===== config.mk =====
export PLATFORM = sky130hd
export DESIGN_NAME = irq_pending_ctrl
export DESIGN_NICKNAME = d
export VERILOG_FILES = /design/src/rtl/irq_pending_ctrl.sv
export SDC_FILE = /design/constraint.sdc
export NUM_CORES = 1
export LEC_CHECK = 0
export BUFFER_PORTS_ARGS = -buffer_cell sky130_fd_sc_hd__buf_2
export CORE_MARGIN = 1.5
export CORE_UTILIZATION = 25
export CTS_CLUSTER_SIZE = 12
export DETAILED_ROUTE_END_ITERATION = 10
export PLACE_DENSITY = 0.58
export SETUP_SLACK_MARGIN = 0.1
export SLEW_MARGIN = 10
export SYNTH_ARGS = -nofsm -noshare
export SYNTH_HDL_FRONTEND = slang
export SYNTH_SLANG_ARGS = --single-unit

===== constraint.sdc =====
create_clock -name clk -period 1.7 [get_ports clk]
set_input_delay 0.085 -clock clk [delete_from_list [all_inputs] [get_ports clk]]
set_output_delay 0.085 -clock clk [all_outputs]
set_load 0.01 [all_outputs]

===== src/rtl/irq_pending_ctrl.sv =====
// ----------------------------------------------------------------------------
// irq_pending_ctrl
//   Front end of the interrupt path. Each raw line is synchronised, then
//   either rising-edge latched or level-followed into a pending register.
//   The enable mask gates pending toward the downstream priority encoder.
//   A CPU acknowledge clears the pending and overflow bits of the serviced id.
//
// Ports
//   clk            single clock, all state on rising edge
//   rst            asynchronous, active-high reset
//   irq_in         raw interrupt lines, asynchronous to clk
//   irq_edge_mode  per line: 1 = rising-edge latched, 0 = level
//   irq_mask       per line: 1 = enabled toward the encoder
//   ack_valid      acknowledge strobe, one cycle per ack
//   ack_id         index being acknowledged
//   pending        raw pending register, unmasked
//   irq_req        pending & irq_mask
//   irq_out        OR of irq_req
//   overflow       sticky: edge arrived while the line was already pending
// ----------------------------------------------------------------------------
module irq_pending_ctrl #(
    parameter int unsigned NUM_IRQ     = 8,
    parameter int unsigned ID_W        = $clog2(NUM_IRQ),
    parameter int unsigned SYNC_STAGES = 2
) (
    input  logic               clk,
    input  logic               rst,
    input  logic [NUM_IRQ-1:0] irq_in,
    input  logic [NUM_IRQ-1:0] irq_edge_mode,
    input  logic [NUM_IRQ-1:0] irq_mask,
    input  logic               ack_valid,
    input  logic [ID_W-1:0]    ack_id,
    output logic [NUM_IRQ-1:0] pending,
    output logic [NUM_IRQ-1:0] irq_req,
    output logic               irq_out,
    output logic [NUM_IRQ-1:0] overflow
);

    logic [NUM_IRQ-1:0] sync_q [SYNC_STAGES];
    logic [NUM_IRQ-1:0] prev_q;
    logic [NUM_IRQ-1:0] pending_q, pending_d;
    logic [NUM_IRQ-1:0] overflow_q, overflow_d;
    logic [NUM_IRQ-1:0] sync_s;
    logic [NUM_IRQ-1:0] rise;
    logic [NUM_IRQ-1:0] clr;

    always_ff @(posedge clk or posedge rst) begin
        if (rst) begin
            for (int unsigned k = 0; k < SYNC_STAGES; k++) begin
                sync_q[k] <= '0;
            end
        end else begin
            sync_q[0] <= irq_in;
            for (int unsigned k = 1; k < SYNC_STAGES; k++) begin
                sync_q[k] <= sync_q[k-1];
            end
        end
    end

    assign sync_s = sync_q[SYNC_STAGES-1];
    assign rise   = sync_s & ~prev_q;

    // Out-of-range ack ids match no line and therefore change nothing.
    always_comb begin
        clr = '0;
        for (int unsigned i = 0; i < NUM_IRQ; i++) begin
            clr[i] = ack_valid && (32'(ack_id) == i);
        end
    end

    // Edge lines: a new edge wins over a same-cycle ack. Level lines copy the
    // synchronised input and ignore ack for pending; overflow is only held.
    always_comb begin
        pending_d  = (irq_edge_mode & (rise | (pending_q & ~clr))) | (~irq_edge_mode & sync_s);
        overflow_d = ~clr & (overflow_q | (irq_edge_mode & rise & pending_q));
    end

    always_ff @(posedge clk or posedge rst) begin
        if (rst) begin
            prev_q     <= '0;
            pending_q  <= '0;
            overflow_q <= '0;
        end else begin
            prev_q     <= sync_s;
            pending_q  <= pending_d;
            overflow_q <= overflow_d;
        end
    end

    // Combinational from registered state only: mask changes show at once,
    // and there is no path from irq_in.
    assign pending  = pending_q;
    assign irq_req  = pending_q & irq_mask;
    assign irq_out  = |irq_req;
    assign overflow = overflow_q;

endmodule


* Yosys cells after proc, flatten, opt, wreduce, memory -nomap -nowiden
Cells that the tools add are included.
Word-level totals: input port bits 30, latch bits 0, memories kept 0, bits in writable memories 0, logic and storage cells 36, output and inout port bits 25, flip-flop bits (word level) 40, bits in read-only memories 0
Operators by class: div/mod/pow operators 0, reduce and logical (&&, ||, !) cells 10, magnitude comparators 0, eq/ne operators 7, shift operators 0, multiply operators 0, mux-type cells 0, add/sub/neg operators 0, bitwise operators 14
Operators by type and width (number):
- $and 8x8->8 | 8
- $not 8->8 | 3
- $or 8x8->8 | 3
- $eq 3x3->1 const B | 4
- $logic_and 1x1->1 | 8
- $reduce_or 8->1 | 1
- $eq 3x2->1 const B | 2
- $eq 3x1->1 const B | 1
- $logic_not 3->1 | 1

* Logic depth before layout (Yosys ltp)
Gate-level depths: netlist (run 1).
word-level depth 7, gate-level depth with buffers 3, depth with buffers taken out 3

* Worst setup path after synthesis (run 1)
Ideal clock, no wire load.
path type reg2out, from register pending_q[0] (netlist: pending[0]), to output irq_out, buffers on the path 0, setup slack -0.003 ns, arrival 1.618 ns, data required time 1.615 ns, stages on the path, launching flop included 4, path through dfrtp_1 > and2_4 > or4_1 > or4_1
Between the ends: longest elaborated chain between the ends 2
RTL lines:
- start: declaration | line 41 | logic [NUM_IRQ-1:0] pending_q, pending_d;
- start signal: assignment | line 85 | pending_q <= pending_d;
- $and 8x8->8 | line 93 | assign irq_req = pending_q & irq_mask;
- via irq_req[0] | line 34 | output logic [NUM_IRQ-1:0] irq_req,
- $reduce_or 8->1 | line 94 | assign irq_out = |irq_req;
- end: declaration | line 35 | output logic irq_out,
The timed path passes the listed nets, and every way through them passes these cells.

* Worst setup path in the final report (run 1)
from register pending_q[6] (netlist: pending[6]), to output irq_out
Between the ends: longest elaborated chain between the ends 2
RTL lines (line):
- $and 8x8->8 | 93
- $reduce_or 8->1 | 94
Every way passes these cells.

==> qor.yml, run 1 <==
status: "finished, violations left"
violations: "setup timing"
skew_ns: 0.003281
syn2layout_area_growth_pct: 42.14
crit_chain: "and2_4 > or4_4 > or4_4 > buf_6"
synth_area_leader_cell: "dfrtp_1"
cts_buffer_depth: 2
drc: 0
via_count: 1084
initialDrtViolationCount: 49
hold_violations: 0
power.density_nw_per_um2: 1034
max_stage_delay_ns: 0.53
ys_seq_elements: 40
crit_type: "register to primary output"
cts_tree: "built"
seq_area_frac_synth: 0.7143
die_h_um: 77.87
antennaDiodeCount: 0
netlist_area_um2: 1401
syn_nets: 136
cts.root.buffer_cell: "clkbuf_8"
grt_start_max_net_pins: 41
slew_viol_final: 0
most-common-layout-cells: "buf_2, dfrtp_1, nand2_1, dlygate4sd3_1"
timing.final.crit_share: 1.164
path_clk_slew_ns: 0.07
grtUsageTotal: 0.1134
layout_min_cycle_time_ns: 1.978
cts_buffers: 5
drt_wl_total_um: 3100
max_freq_mhz: 505.5
critical-path-slowest-cell: "or4_4"
max-slew-margin-rel: 0.6635
maxCapViolCount: 0
async_flop_share: 1.000
worstPathArrival_ns: 1.89
finish.instance_area_um2: 1992
synth-main-ff-cell: "dfrtp_1"
vias_per_cell: 4.285
grt.overflow.total: 0
maxUsedRoutingLayer: "met4"
drive_above_1_share: 0.3867
worst_slew_pin_slew_ns: 0.5047
synth_top_area_frac: 0.7143
crit_top_cell: "or4_4"
yosys-top-cells-area: "dfrtp_1, nand2_1, and2_1"
wl_met1_um: 1434
crit_buf_inv: 1
grt_antenna_before_repair: 0
core.rowCount: 27
ys_warn_count: 0
met2WireLength_um: 1334
die_area_um2: 6064
synthDistinctLibCells: 18
layout.cells.non_filler: 253
core_um2: 5473
grt_pass1_wl_um: 5230
worst_setup_path_end_kind: "primary output"
routedWlPerCell_um: 12.25
placed_cell_area_um2: 1790
hpwl_um: 2208
initial_core_util: 0.2561
p_leak_nw: 0.9639
synthCells: 106
critPathLaunchType: "register"
ant_nets: 0
hp-class: "input port to register"
synth-edff-count: 0
required_ns: 1.62
cts_sinks: 40
gp_congestion: 0.7730
dieWidth_um: 77.87
dr_wl_met3_um: 276
ios: 55
crit_fanout: 2
syn_area_per_cell_um2: 13.22
layout_commonest_cell: "buf_2"
htree_num_levels: 2
grt_pass1_vias: 1078
rsz0062_at_grt: "yes"
numPortBuffers: 54
placed_cells: 235
setup_viol: 1
setup_ws_ns: -0.2781
clk-insertion-delay-late_ns: 0.29
cp_top_family: "simple AND/OR/NAND/NOR gates"
fillCellCount: 566
nets: 210
ir_drop_mv: 0.5329
firstDrtPassIters: 4
tightest hold or removal path, cell delays in order:
cell	delay [ns]
buf_2	0.11
nand2_1	0.05
o21ai_0	0.06
through the flow:
stage          hold slack (ns)  setup WS, ns  utilization  power, W  setup TNS (ns)
2_1_floorplan           0.1164        0.1025            -  0.001245               0
5_1_grt                0.06572       -0.3423       0.3640  0.002189         -0.3423
4_1_cts                0.05621       -0.3010       0.3640  0.002096         -0.3010
3_3_place_gp            0.1932      -0.01986       0.3272  0.001401        -0.01986
6_report               0.06826       -0.2781       0.3640  0.002060         -0.2781
3_5_place_dp            0.1947      -0.04698       0.3272  0.001408        -0.04698
layer usage:
metal  GRT usage  vias to the layer above
met5           0                        -
met4     0.04364                        0
met3     0.05412                        6
met2      0.1626                       44
met1      0.1467                      512
li1            -                      522
cell families (layout without fill, tap and decap cells):
group                  Yosys count  in the layout  share of synthesized area
AOI/OAI and AO/OA               16             16                    0.08929
and+or+nand+nor                 45             45                     0.1830
DFF                             40             40                     0.7143
buffers and inverters            5             80                    0.01339
repair_timing:
action,in CTS,in global routing
hold endpoints to repair,48,0
endpoints found under the setup margin,1,1
hold buffers,9,0
buffers inserted,1,0
cloned,0,0
gates resized for setup,2,0
pin swaps,0,1
final cells by class:
class	instances	area (um^2)	share of cell area
clock buffer	7	86.33	0.04334
clock inverter	1	7.507	0.003769
inverter	5	18.77	0.009422
multi-input combinational	61	391.6	0.1966
sequential	40	1001	0.5025
tap	72	90.09	0.04523
timing repair buffer	67	396.6	0.1991
power breakdown:
part / switching [W] / internal [W] / total, W
Clock: 0.000321 / 0.000330 / 0.000651
Sequential: 0.0000496 / 0.00104 / 0.00109
Combinational: 0.000157 / 0.000163 / 0.000320
state kept, by name, indices dropped and copies added, names as in the netlist:
name / count
sync_s: 8
overflow: 8
pending: 8
sync_q: 8
prev_q: 8
cells in the mapped netlist (2+ instances only):
cell	count
dfrtp_1	40
nand2_1	17
and2_1	7
inv_1	5
a32o_1	4
a41oi_1	4
and4b_1	4
nor2_1	4
o21a_1	4
o21ai_0	4
nand4b_1	3
nor3_1	2
nor3b_1	2
or4_1	2
path summary, 6_finish.rpt:
path                                       from                    end  slack (ns)  cells past startpoint
setup / recovery           pending[6]$_DFF_PP0_                irq_out       -0.28                      4
hold / removal                 irq_edge_mode[2]   pending[2]$_DFF_PP0_        0.07                      3
setup reg to reg           pending[6]$_DFF_PP0_  overflow[6]$_DFF_PP0_        0.74                      3
hold reg to reg             sync_q[9]$_DFF_PP0_    sync_s[1]$_DFF_PP0_        0.35                      0
max in group asynchronous                   rst    sync_s[7]$_DFF_PP0_        0.90                      4
min in group asynchronous                   rst    prev_q[0]$_DFF_PP0_        0.45                      4
Note: power is estimated with default switching activity, not from simulation.
==> inputs of run 2 (changes only) <==
--- a/config.mk
+++ b/config.mk
@@ -6,11 +6,13 @@
 export NUM_CORES = 1
 export LEC_CHECK = 0
 export BUFFER_PORTS_ARGS = -buffer_cell sky130_fd_sc_hd__buf_2
+export CELL_PAD_IN_SITES_DETAIL_PLACEMENT = 1
+export CELL_PAD_IN_SITES_GLOBAL_PLACEMENT = 1
 export CORE_MARGIN = 1.5
 export CORE_UTILIZATION = 25
 export CTS_CLUSTER_SIZE = 12
 export DETAILED_ROUTE_END_ITERATION = 10
-export PLACE_DENSITY = 0.58
+export PLACE_DENSITY = 0.62
 export SETUP_SLACK_MARGIN = 0.1
 export SLEW_MARGIN = 10
 export SYNTH_ARGS = -nofsm -noshare
==> constraint.sdc (replaced) <==
create_clock -name clk -period 1.8 [get_ports clk]
set_input_delay 0.09 -clock clk [delete_from_list [all_inputs] [get_ports clk]]
set_output_delay 0.09 -clock clk [all_outputs]
set_load 0.01 [all_outputs]
==> run 2 against run 1 <==
  * The run still ends with setup timing left
  * Die area unchanged
  * Setup slack improved by 0.10 ns
  * Via count increased by 2.9%
  * Clock power increased by 10%
  * Design area increased by 1.8%
  * Flip-flop and latch count unchanged
  * Critical endpoint unchanged
  * Power increased by 0.27%
  * Sequential power decreased by 6%
  * Critical path type unchanged
  * First-iteration DRC count decreased by 8.2%
  * Global-route usage increased by 1.7 points
==> qor.yml, run 2 (same netlist as run 1, synthesis figures left out) <==
drc: 0  # unchanged
max_stage_delay_ns: 0.50  # -0.03 ns
crit_type: "register to primary output"
antennaDiodeCount: 0  # unchanged
crit_fanout: 2  # unchanged
maxCapViolCount: 0  # unchanged
crit_chain: "and2_4 > or4_4 > or4_4 > buf_6"
drive_above_1_share: 0.4044  # +0.01763
rsz0062_at_grt: "yes"
core_um2: 5473  # unchanged
timing.final.crit_share: 1.098
core.rowCount: 27  # unchanged
cts_sinks: 40  # unchanged
power.density_nw_per_um2: 1019  # -1.5%
gp_congestion: 0.7031  # -9.0%
syn2layout_area_growth_pct: 44.64
die_h_um: 77.87  # unchanged
grt_antenna_before_repair: 0  # unchanged
initialDrtViolationCount: 45  # -8.2%
worst_setup_path_end_kind: "primary output"
htree_num_levels: 2  # unchanged
most-common-layout-cells: "buf_2, dfrtp_1, nand2_1, dlygate4sd3_1, buf_4"
cts_buffer_depth: 2  # unchanged
fin_util: 0.3704  # +0.006401
path_clk_slew_ns: 0.08  # about the same
dieWidth_um: 77.87  # unchanged
layout_min_cycle_time_ns: 1.977
layout.cells.non_filler: 255  # +0.79%
cts_buffers: 5  # unchanged
cts.root.buffer_cell: "clkbuf_8"
p_leak_nw: 0.9850  # +2.2%
ir_drop_mv: 0.2974  # -44%
firstDrtPassIters: 4  # unchanged
required_ns: 1.71  # +0.09 ns
max_freq_mhz: 505.9
cts_tree: "built"
slew_viol_final: 0  # unchanged
ios: 55  # unchanged
layout_commonest_cell: "buf_2"
critical-path-slowest-cell: "or4_4"
crit_top_cell: "or4_4"
worstPathArrival_ns: 1.89  # about the same
numPortBuffers: 54  # unchanged
die_area_um2: 6064  # unchanged
grt.overflow.total: 0  # unchanged
setup_viol: 1  # unchanged
max-slew-margin-rel: 0.6628  # -0.0007000
drt_wl_total_um: 3588  # +16%
ant_nets: 0  # unchanged
hpwl_um: 2805  # +27%
critPathLaunchType: "register"
grt_pass1_vias: 1251  # +16%
vias_per_cell: 4.373  # +2.1%
worst_slew_pin_slew_ns: 0.5057  # +0.001050 ns
initial_core_util: 0.2561  # unchanged
nets: 212  # +0.95%
hold_violations: 0  # unchanged
setup_ws_ns: -0.1766  # +0.1016 ns
violations: "setup timing"
grt_start_max_net_pins: 41  # unchanged
skew_ns: 0.007693  # +0.004411 ns
via_count: 1115  # +2.9%
routedWlPerCell_um: 14.07  # +15%
placed_cells: 236  # +0.43%
grtUsageTotal: 0.1301  # +0.01668
status: "finished, violations left"
grt_pass1_wl_um: 6078  # +16%
hp-class: "input port to register"
clk-insertion-delay-late_ns: 0.29  # about the same
==> run 2: cell types whose count changed in the layout (fill, tap and decap cells not counted), sizes merged <==
cell    delta
buf        +2
bufinv     +1
clkbuf     -2
clkinv     +1
==> run 2: layer usage <==
| layer | vias to the layer above | share of wire | GRT usage |
|---|---|---|---|
| li1 | 524 | - | - |
| met1 | 549 | 0.38 | 0.1421 |
| met2 | 36 | 0.55 | 0.2348 |
| met3 | 6 | 0.064 | 0.04235 |
| met4 | 0 | 0.0084 | 0.04364 |
| met5 | - | 0 | 0 |
==> run 2: path summary, 6_finish.rpt <==
check	from	endpoint	slack (ns)	cells after the start
max in group asynchronous	rst	overflow[7]$_DFF_PP0_	0.98	4
hold reg to reg	sync_q[8]$_DFF_PP0_	sync_s[0]$_DFF_PP0_	0.35	0
setup reg to reg	pending[7]$_DFF_PP0_	overflow[7]$_DFF_PP0_	0.82	3
hold / removal	irq_edge_mode[1]	pending[1]$_DFF_PP0_	0.08	3
setup / recovery	pending[6]$_DFF_PP0_	irq_out	-0.18	4
min in group asynchronous	rst	prev_q[3]$_DFF_PP0_	0.46	4
==> run 2: timing repair <==
item | CTS | global route
buffers inserted | 2 | 0
endpoints found under the hold margin | 48 | 0
resized for setup | 4 | 0
endpoints found under the setup margin | 1 | 1
hold buffers | 9 | 0
pin swaps | 2 | 0
==> run 2: area by class of cell <==
cell class              count  area [um^2]
flip-flops and latches     40         1001
inverters                   5        18.77
clock inverters             3        42.54
fillers                   633         3446
well taps                  72        90.09
clock buffers               5        68.82
multi-input cells          61        394.1
repair buffers             69        411.6
==> run 2: critical path: cells and delay by family, from the launching register on <==
family | cells | cell delay [ns]
AND/OR/NAND/NOR | 3 | 1.07
buffers and inverters | 1 | 0.14
flip-flops | 1 | 0.39
==> run 2: power by group <==
part           switching, W  internal [W]
Combinational      0.000155      0.000160
Clock              0.000309      0.000410
Sequential        0.0000489      0.000982
Total              0.000513       0.00155
==> run 2: through the flow <==
step	power (W)	area (um^2)	TNS, ns	worst slack (ns)	hold WS [ns]
4_1_cts	0.002103	2027	-0.2067	-0.2067	0.07155
3_3_place_gp	0.001320	1795	0	0.02820	0.1978
2_1_floorplan	0.001175	1405	0	0.1099	0.1214
5_1_grt	0.002182	2027	-0.2397	-0.2397	0.08158
3_5_place_dp	0.001343	1795	0	0.002048	0.2001
6_report	0.002065	2027	-0.1766	-0.1766	0.07671
